File: src/rtl/pc_branch_ctrl.sv
// Program counter with jump resolution, one-cycle flush bubble after taken branches,
// stall, sticky halt and a saturating taken-branch counter.
module pc_branch_ctrl #(
   parameter int PC_WIDTH  = 8,
   parameter int CNT_WIDTH = 8
) (
   input  logic                 clk,
   input  logic                 rst,
   input  logic                 start,
   input  logic                 stall,
   input  logic                 haltReq,
   input  logic                 jmp,
   input  logic                 jmpZ,
   input  logic                 jmpNZ,
   input  logic [PC_WIDTH-1:0]  target,
   input  logic                 Zflag,
   output logic [PC_WIDTH-1:0]  pc,
   output logic                 pcValid,
   output logic                 flush,
   output logic                 branchTaken,
   output logic                 halted,
   output logic [CNT_WIDTH-1:0] takenCount
);

   typedef enum logic [1:0] {
      IDLE   = 2'd0,
      RUN    = 2'd1,
      BUBBLE = 2'd2,
      HALT   = 2'd3
   } state_t;

   state_t               stateQ, stateD;
   logic [PC_WIDTH-1:0]  pcQ, pcD;
   logic [CNT_WIDTH-1:0] cntQ, cntD;
   logic                 taken;

   assign taken = jmp | (jmpZ & Zflag) | (jmpNZ & ~Zflag);

   always_comb begin
      stateD = stateQ;
      pcD    = pcQ;
      cntD   = cntQ;
      unique case (stateQ)
         IDLE: begin
            if (start) stateD = RUN;
         end
         RUN: begin
            // Halt outranks stall; a stalled cycle drops jump requests entirely.
            if (haltReq) begin
               stateD = HALT;
            end else if (stall) begin
               stateD = RUN;
            end else if (taken) begin
               pcD    = target;
               stateD = BUBBLE;
               if (cntQ != '1) cntD = cntQ + CNT_WIDTH'(1);
            end else begin
               pcD = pcQ + PC_WIDTH'(1);
            end
         end
         BUBBLE: begin
            stateD = haltReq ? HALT : RUN;
         end
         HALT: begin
            stateD = HALT;
         end
         default: begin
            stateD = IDLE;
         end
      endcase
   end

   always_ff @(posedge clk) begin
      if (rst) begin
         stateQ <= IDLE;
         pcQ    <= '0;
         cntQ   <= '0;
      end else begin
         stateQ <= stateD;
         pcQ    <= pcD;
         cntQ   <= cntD;
      end
   end

   // Status outputs are pure state decodes, so nothing combinational leaks from the inputs.
   assign pc          = pcQ;
   assign takenCount  = cntQ;
   assign pcValid     = (stateQ == RUN);
   assign flush       = (stateQ == BUBBLE);
   assign branchTaken = (stateQ == BUBBLE);
   assign halted      = (stateQ == HALT);

endmodule

File: config.mk
export PLATFORM = sky130hd
export DESIGN_NAME = pc_branch_ctrl
export DESIGN_NICKNAME = d
export VERILOG_FILES = /design/src/rtl/pc_branch_ctrl.sv
export SDC_FILE = /design/constraint.sdc
export NUM_CORES = 1
export LEC_CHECK = 0
export CORE_AREA = 5 5 55 57
export DETAILED_ROUTE_END_ITERATION = 10
export DIE_AREA = 0 0 60 62
export PLACE_DENSITY = 0.71
export SETUP_SLACK_MARGIN = 0.3
export SYNTH_ARGS = -nofsm -noshare
export SYNTH_HDL_FRONTEND = slang
export SYNTH_SLANG_ARGS = --single-unit
File: constraint.sdc
create_clock -name clk -period 2.27 [get_ports clk]
set_input_delay 0.454 -clock clk [delete_from_list [all_inputs] [get_ports clk]]
set_output_delay 0.454 -clock clk [all_outputs]
set_load 0.03 [all_outputs]
# == Word-level counts from Yosys, hierarchy flattened ==
# Cells that the tools add are included.
# totals
mem_count,0
register_bits,18
in_bits,17
rom_bits,0
ram_bits,0
latch_bits,0
# op_classes
shifts,0
order_cmp,0
bitwise,7
n_eq_ne,6
div,0
reduce_logical,4
mux,7
addsub,2
mul,0
# op_table
op,n
adder 8 x 1 -> 8 bit (second input constant),2
two-way mux 2 bit,5
two-way mux 8 bit,1
inequality test 8 bit (second input constant),1
one-hot mux 2 bit (4 select lines),1
AND reduction 5 bit,1
equality test 2 bit (second input constant),2
inequality test 4 x 3 -> 1 bit (second input constant),1
NOT 1 bit,3
AND reduction 3 bit,1
bitwise AND 1 bit,2
equality test 2 x 1 -> 1 bit (second input constant),1
zero test 2 bit,1
inequality test 2 bit (second input constant),1
bitwise OR 1 bit,2
AND reduction 2 bit,1

# == Depth between registers and ports, before layout ==
# logic_depth
word_depth,7
depth_mapped,5
ltp_nobuf,5

# == Worst setup path after synthesis ==
# OpenSTA, ideal clock, no wires.
# synth_path
path_type,in2reg
from,in haltReq
to,"reg cntQ[5], in the netlist takenCount[5]"
path_stages,5
setup_time_ns,0.121
path_slack_ns,0.415
t_arrival_ns,1.734
t_required_ns,2.149
cell_sequence,nor4b_4 o21ai_2 buf_4 nor4_2 mux2_2
# synth_between
elab_chain_len,2
# synth_rtl
item,line,rtl
start: declaration,11,"input logic haltReq,"
NOT 1 bit (no line),-,
AND reduction 5 bit (no line),-,
end signal: assignment,81,cntQ <= cntD;
end: declaration,34,"logic [CNT_WIDTH-1:0] cntQ, cntD;"
# No other way between the ends.
# A chain may end at the register's enable or synchronous reset.

# == Final worst setup path ==
# layout_path
from,in stall
to,"reg cntQ[4], in the netlist takenCount[4]"
# layout_between
elab_chain_len,2
# layout_rtl
item,line,rtl
start: declaration,10,"input logic stall,"
NOT 1 bit (no line),-,
AND reduction 5 bit (no line),-,
# No other way between the ends.

==> summary.txt <==
Worst hold path
  • Worst Hold Endpoint: pc[7]$_SDFFE_PP0P_
  • Hold Path Cell Cnt: 2
  • Worst Hold Launch: pc[7]$_SDFFE_PP0P_
  • Hold Crit Class: reg2reg

GRT
  • Global route overflow: 0
  • Initial antenna violation count: 0
  • Largest net degree at the start of global routing: 14
  • First-pass GRT wire length: 4781 um
  • GRT Util Overall: 0.1666
  • Number of global-route vias before repair: 1166

STA
  • Worst Tran Pin Value: 505.1 ps
  • Final setup vio count: 0
  • Fin. Hold Viols: 0
  • Minimum clock period: 1976 ps
  • Slew Limit Fails: 0
  • Worst hold slack: 502.4 ps
  • Final critical-path share of the clock period: 0.8705
  • Setup TNS: 0 ps
  • Fin Clk Skew: 5.451 ps
  • Relative slew slack: 0.6620
  • Max frequency: 506.1 MHz
  • RSZ-0062 raised after global routing: yes

Worst setup path
  • Worst Path Arrival: 2200 ps
  • Worst Setup Path Type: in2reg
  • Worst reg2reg setup slack: 530 ps
  • Critical path origin: stall
  • Reg2Reg Depth: 4
  • CP Capture Type: register
  • Worst R2R End: takenCount[4]$_SDFFE_PP0P_
  • Crit path cell chain: clkdlybuf4s50_1, nor4b_4, o21ai_4, or4_1, a21oi_2
  • CP max FO: 9
  • CP startpoint kind: input pin
  • CP required: 2490 ps
  • CP max stage cell: or4_1
  • Crit-path max cell delay: 560 ps
  • Reg-to-reg critical path startpoint: stateQ[1]$_SDFFE_PP0P_

Outcome
  • Result of the run: completed

Power
  • PD cells: 419.0 nW/um2
  • Pwr Total: 634.3 uW
  • Max VDD drop: 0.0002998 V
  • Leakage power: 0.0005329 uW

Drt
  • Final WL: 2994 um
  • Drt wl/cell: 15.20 um
  • Initial detailed-routing violation count: 43
  • Routed via count: 1158
  • Via/cell ratio: 5.878
  • DRT Pass-1 Iters: 4
  • ANT nets after route: 0
  • Residual DRC: 0

Yosys
  • Prevailing post-synth register cell: dfxtp_1
  • Post-synthesis sequential area ratio: 0.3529
  • Synth unique cells: 40
  • Synthesized net count: 140
  • Number of synthesized register bits: 18
  • Number of synthesized flops with an enable pin: 0
  • Most frequent cell after synthesis: dfxtp_1
  • Post-Synthesis Cell Area: 1021 um2
  • Synth warnings: 0
  • Share of the synthesized area in the top cell type: 0.3529
  • Area leader, netlist: dfxtp_1
  • Cell count after synthesis: 121
  • Most common library cells after synthesis: dfxtp_1 (18), a21oi_1 (12), nand2_1 (8)
  • Mean Syn Cell Area: 8.438 um2
  • Ys async rst share: 0
  • Synth top area cells: dfxtp_1 (35%), a21oi_1 (5.9%), o32ai_1 (4.3%), nand3_1 (2.9%), nand2_1 (2.9%)

Clock tree
  • CTS tree: built
  • Bufs on Longest Clock Path: 2
  • TritonCTS buffer count: 3
  • Cts hold-fix bufs: 0
  • Clk Tree Root Cell: clkbuf_4
  • Worst-Skew Late Latency: 290 ps
  • CTS sink cnt: 18
  • H-tree Lvls: 1
  • Clock transition at path regs: 110 ps

Finish
  • Final Net Count: 188
  • Area delta synth->final: 48.28%
  • Fin util: 0.6224
  • Share of layout cells above drive strength 1: 0.1317
  • Ant diodes: 0

Die
  • Height of the die: 62 um
  • # rows: 18
  • Number of I/O pins: 37
  • Die width: 60 um
  • Initial Util: 0.4198
  • DIE AREA: 3720 um2
  • Core area: 2432 um2

Place
  • GPL Wtd Cong: 0.9008
  • Port Buffers: 36
  • HPWL after detailed placement: 2140 um

Flow run
  • Max Cap Viol: 0
## state kept, by name (all words and copies together) (netlist names)
name        count
pc              8
takenCount      8
stateQ          2
## what timing repair did
action | in CTS | in global routing
pin swaps | 0 | 1
cloned | 0 | 0
endpoints found under the setup margin | 4 | 2
buffers inserted | 0 | 3
gates resized for setup | 4 | 3
## metrics by stage
| stage | cell area [um2] | std cells | worst slack (ps) |
|---|---|---|---|
| 3_3_place_gp | 1460 | 191 | 64.43 |
| 3_5_place_dp | 1460 | 191 | 48.43 |
| 6_report | 1514 | 197 | 294.0 |
| 5_1_grt | 1514 | 197 | 266.0 |
| 4_1_cts | 1478 | 194 | 339.2 |
| 2_1_floorplan | 1021 | 121 | 415.2 |
## logic make-up (layout without fill, tap and decap cells)
group / count (synthesis) / count (layout) / share of synthesized area
flops: 18 / 18 / 0.3529
buf+inv: 11 / 57 / 0.04779
compound gates: 36 / 36 / 0.2378
simple gates: 51 / 51 / 0.3052
fa+ha+maj: 2 / 2 / 0.02451
mux: 3 / 3 / 0.03186
## critical path: cells and delay by family
family / cells / cell delay (ps)
buf+inv: 1 / 480
simple gates: 2 / 910
compound gates: 2 / 350
## power by group
| group | switching, uW | total (uW) | internal [uW] |
|---|---|---|---|
| Clock | 97.5 | 159 | 61.6 |
| Combinational | 69.1 | 140 | 71.3 |
| Sequential | 11.0 | 335 | 324 |
## layout make-up
| class | instances | area (um2) |
|---|---|---|
| fill | 225 | 918.4 |
| multi-input combinational | 92 | 623.1 |
| timing repair buffer | 48 | 447.9 |
| sequential | 18 | 360.3 |
| tap | 30 | 37.54 |
| clock buffer | 3 | 22.52 |
| inverter | 6 | 22.52 |
## routing by layer
metal / routed length, um / vias up / part of all wire / global-route usage
li1: - / 558 / - / -
met1: 1266 / 541 / 0.42 / 0.1915
met2: 1507 / 51 / 0.50 / 0.2963
met3: 149 / 8 / 0.050 / 0.03306
met4: 70 / 0 / 0.023 / 0.07911
met5: 0 / - / 0 / 0
## worst max-delay path by stage
stage / end / depth (start not counted)
finish: takenCount[4]$_SDFFE_PP0P_ / 5
global route: takenCount[4]$_SDFFE_PP0P_ / 5
CTS: pc[0] / 1
detailed placement: pc[0]$_SDFFE_PP0P_ / 5
global placement: pc[4]$_SDFFE_PP0P_ / 6
floorplan: takenCount[5]$_SDFFE_PP0P_ / 5
## cells in the final DEF, fill, tap and decap left out, drive strengths merged, types with 2 or more instances in the layout
| master | netlist | layout |
|---|---|---|
| clkbuf | 3 | 3 |
| nand2 | 8 | 8 |
| and2 | 2 | 2 |
| nor2 | 7 | 7 |
| buf | 2 | 12 |
| o21ai | 4 | 4 |
| or4 | 3 | 3 |
| nand3 | 6 | 6 |
| nor4 | 2 | 2 |
| and4 | 2 | 2 |
| nor3 | 3 | 3 |
| nand2b | 2 | 2 |
| ha | 2 | 2 |
| o32ai | 5 | 5 |
| a21oi | 12 | 12 |
| o31a | 2 | 2 |
| dlygate4sd2 | 0 | 4 |
| nor2b | 3 | 3 |
| inv | 6 | 6 |
| or3 | 4 | 4 |
| mux2 | 2 | 2 |
| a31oi | 3 | 3 |
| dfxtp | 18 | 18 |
| clkdlybuf4s50 | 0 | 31 |
| nand4 | 2 | 2 |
| o31ai | 4 | 4 |
Power figures use the tool's default switching activity.
==> variant 1: new RTL, same flow settings <==
Make the reset (`rst`) asynchronous in one clocked block.
--- a/src/rtl/pc_branch_ctrl.sv
+++ b/src/rtl/pc_branch_ctrl.sv
@@ -70,7 +70,7 @@
       endcase
    end
 
-   always_ff @(posedge clk) begin
+   always_ff @(posedge clk or posedge rst) begin
       if (rst) begin
          stateQ <= IDLE;
          pcQ    <= '0;
Formal check against the unedited RTL: differs if rst is asserted again (counterexample within 4 cycles, from zero or initial values and one cycle with rst high); with rst held inactive, the same outputs for 10 cycles.
==> variant 1 against the unedited design <==
- sequential cell count did not move
- sequential power is 15% higher
- setup slack better by 78 ps
- area after synthesis up 13%
- routed wire length fell by 11%
- global-route usage fell by 0.23 points
- cell area increased by 4.3%
- power rose by 30%
==> variant 1: results (changes against the unedited design) <==
status:
  outcome: "complete, no violations"  # unchanged
worst_setup_path:
  critPathArrivalTime_ps: 1440  # was 2200 ps
  cp_top_family: "buffers and inverters"  # was simple AND/OR/NAND/NOR gates
  r2r_start: "takenCount[0]$_DFFE_PP0P_"  # was stateQ[1]$_SDFFE_PP0P_
  startpoint: "takenCount[0]$_DFFE_PP0P_"  # was stall
  cp_max_fo: 5  # was 9
  critical_path.slowest_cell: "clkdlybuf4s50_1"  # was or4_1
  cp_slowest_stage_delay_ps: 700  # was 560 ps
logic_synthesis:
  ys_top_cells_by_count: "18 x dfrtp_1, 8 x nand3_1, 7 x a21oi_1, 7 x mux2i_1, 7 x nand2_1"  # was 18 x dfxtp_1, 12 x a21oi_1, 8 x nand2_1, 7 x nor2_1
  synth-compound-area-share: 0.09740  # was 0.2377
  netlist_instances: 106  # was 121
  async_reset_ff_frac: 1.000  # was 0
  seq_area_frac_synth: 0.3896  # was 0.3529
  yosys-top-cells-area: "dfrtp_1 39%, mux2i_1 6.1%, nor4b_4 4.1%"  # was dfxtp_1 35%, a21oi_1 5.9%, o32ai_1 4.3%
  synth-xor-area-share: 0.03030  # was 0
  synth_mux_area_frac: 0.09957  # was 0.03186
  synthesis.nets: 125  # was 140
route:
  avgViaCountPerCell: 5.318  # was 5.878
  drt_iter0_markers: 15  # was 43
  routedWlPerCell_um: 15.19  # was 15.20 µm
final_layout:
  final_nets: 166  # was 188
  fin_cells: 176  # was 197
  drive_above_1_share: 0.1575  # was 0.1317
global_routing:
  grt_max_degree: 19  # was 14
  grt_pass1_vias: 1032  # was 1166
  antenna_found_initial: 0  # unchanged
  grt_usage: 0.1643  # was 0.1666
place:
  place_ws_ps: 138.5  # was 48.43 ps
  placed_area_um2: 1539  # was 1460 µm²
  dp.final_hpwl_um: 2014  # was 2140 µm
sta:
  tightest_slew_ps: 711.7  # was 505.1 ps
  finClkSkew_ps: 4.503  # was 5.451 ps
min_path:
  worstHoldStart: "pc[0]$_DFFE_PP0P_"  # was pc[7]$_SDFFE_PP0P_
power:
  ir_worst_vdd_v: 0.0004291  # was 0.0002998 V
  p_leak_nw: 0.6801  # was 0.5329 nW
[variant 1: cell count changes after synthesis, sizes merged, moves of 3 or more]
cell | before | now
o32ai | 5 | 0
clkbuf | 3 | 0
dfrtp | 0 | 18
o31ai | 4 | 0
a21oi | 12 | 7
mux2i | 1 | 7
xor2 | 0 | 4
dfxtp | 18 | 0
or3 | 4 | 1
[variant 1: cell families (layout without fill, tap and decap cells)]
group,count (synthesis),in the layout
AND/OR/NAND/NOR,44,44
multiplexers,11,11
buffers and inverters,9,49
adder cells (fa/ha/maj),2,2
flip-flops,18,18
XOR/XNOR,4,4
AO/OA/AOI/OAI,18,18
[variant 1: area by class of cell]
class,instances,area [µm²]
clock buffers,4,36.28
fillers,207,853.3
inverters,5,18.77
multi-input cells,79,641.9
flip-flops and latches,18,451.7
well taps,30,37.54
repair buffers,40,392.9
[variant 1: through the flow]
stage / power [mW] / hold slack (ps)
after floorplan: 0.5134 / 392.6
after global placement: 0.6198 / 523.3
after detailed placement: 0.6228 / 515.4
after CTS: 0.8321 / 547.6
after global routing: 0.8637 / 571.0
final: 0.8215 / 539.7
[variant 1: worst paths after layout]
| path | to | depth (start not counted) | slack (ps) |
|---|---|---|---|
| min in group asynchronous | takenCount[5]$_DFFE_PP0P_ | 2 | 560 |
| worst max register to register | takenCount[1]$_DFFE_PP0P_ | 5 | 580 |
| worst max-delay path | takenCount[0] | 1 | 370 |
| max in group asynchronous | stateQ[1]$_DFFE_PP0P_ | 2 | 1220 |
| worst min-delay path | pc[0]$_DFFE_PP0P_ | 1 | 540 |
| worst min register to register | pc[0]$_DFFE_PP0P_ | 1 | 540 |
[variant 1: per-layer routing]
metal / global-route usage / wire [µm] / vias up
li1: - / - / 461
met1: 0.1749 / 1153 / 447
met2: 0.3056 / 1351 / 26
met3: 0.04545 / 149 / 2
met4: 0.06646 / 18 / 0
met5: 0 / 0 / -
[variant 1: timing repair]
action,4_1_cts,5_1_grt
pin swaps,0,0
resized for setup,5,3
endpoints found under the setup margin,4,3
[variant 1: power by group through the flow]
stage | logic (mW) | clock network [mW] | registers (mW)
CTS | 0.236 | 0.213 | 0.383
global route | 0.250 | 0.225 | 0.389
global placement | 0.232 | 0 | 0.388
floorplan | 0.0746 | 0 | 0.439
finish | 0.233 | 0.205 | 0.384
detailed placement | 0.235 | 0 | 0.388
==> variant 2: new RTL, same flow settings <==
Without the edit above. Set the parameter `PC_WIDTH` to 7 (it was 8).
--- a/src/rtl/pc_branch_ctrl.sv
+++ b/src/rtl/pc_branch_ctrl.sv
@@ -1,7 +1,7 @@
 // Program counter with jump resolution, one-cycle flush bubble after taken branches,
 // stall, sticky halt and a saturating taken-branch counter.
 module pc_branch_ctrl #(
-   parameter int PC_WIDTH  = 8,
+   parameter int PC_WIDTH  = 7,
    parameter int CNT_WIDTH = 8
 ) (
    input  logic                 clk,
Ports: changed (resized pc and target); port bits go from 37 to 35. The function was not compared with the original's and may differ.
==> variant 2 against the unedited design <==
- routed wire length fell by 15%
- hold slack improved by 18 ps
- sequential cell count fell by 1
- clock power rose by 3%
- cell area fell by 5.4%
- global-route usage fell by 1.9 points
- non-clock buffer count fell by 8
- clock skew rose by 1.5 ps
- power fell by 4.2%
- setup slack improved by 55 ps
- largest cell class unchanged
- area after synthesis fell by 1.7%
- critical path depth fell by 4
- via count fell by 11%
==> variant 2: results (changes against the unedited design) <==
status:
  outcome: "complete, no violations"  # unchanged
place:
  gp_congestion: 0.8244  # was 0.9008
  dp_cells: 181  # was 191
  place_ws_ps: -10.18  # was 48.43 ps
  placed_area_um2: 1398  # was 1460 µm²
global_routing:
  use_met3: 0.02479  # was 0.03306
  grt_max_degree: 12  # was 14
  grt_first_pass_wirelength_um: 4236  # was 4781 µm
  grt.met2_usage: 0.2639  # was 0.2963
  grt_pass1_vias: 1044  # was 1166
logic_synthesis:
  syn-mean-instance-area_um2: 8.577  # was 8.438 µm²
  synth-compound-area-share: 0.2344  # was 0.2377
  synth_fa_ha_area_frac: 0.02494  # was 0.02451
  seq_area_frac_synth: 0.3392  # was 0.3529
worst_setup_path:
  cp_max_fo: 7  # was 9
  critical_path.slowest_cell: "clkdlybuf4s50_1"  # was or4_1
  r2r_start: "takenCount[0]$_SDFFE_PP0P_"  # was stateQ[1]$_SDFFE_PP0P_
  cp_slowest_stage_delay_ps: 710  # was 560 ps
  cp_top_family: "buffers and inverters"  # was simple AND/OR/NAND/NOR gates
  startpoint: "takenCount[2]$_SDFFE_PP0P_"  # was stall
power:
  ir_worst_vdd_v: 0.0002879  # was 0.0002998 V
  p_leak_nw: 0.5231  # was 0.5329 nW
cts:
  clock-sinks: 17  # was 18
  cts_resized: 5  # was 4
sta:
  finClkSkew_ps: 6.927  # was 5.451 ps
final_layout:
  drive_above_1_share: 0.1032  # was 0.1317
  fillers: 243  # was 225
-- variant 2: metal layers --
metal  share of wire  wire length [µm]
met2            0.48              1217
met5               0                 0
met4           0.014                36
met1            0.45              1129
met3           0.060               152
-- variant 2: final cells by class --
type,count,area share
multi-input combinational,89,0.4262
sequential,17,0.2384
tap,30,0.02620
clock buffer,4,0.01834
inverter,5,0.01310
timing repair buffer,40,0.2777
-- variant 2: power groups by stage --
stage / Clock, mW / Combinational, mW / Sequential, mW
final: 0.164 / 0.126 / 0.317
after global routing: 0.178 / 0.135 / 0.319
after CTS: 0.168 / 0.126 / 0.318
after detailed placement: 0 / 0.129 / 0.324
after global placement: 0 / 0.127 / 0.323
after floorplan: 0 / 0.0620 / 0.329
-- variant 2: final timing paths --
kind | to | slack, ps | cells after the start
max | takenCount[2] | 350 | 1
min | takenCount[4]$_SDFFE_PP0P_ | 520 | 2
max reg2reg | takenCount[1]$_SDFFE_PP0P_ | 540 | 5
min reg2reg | takenCount[4]$_SDFFE_PP0P_ | 520 | 2
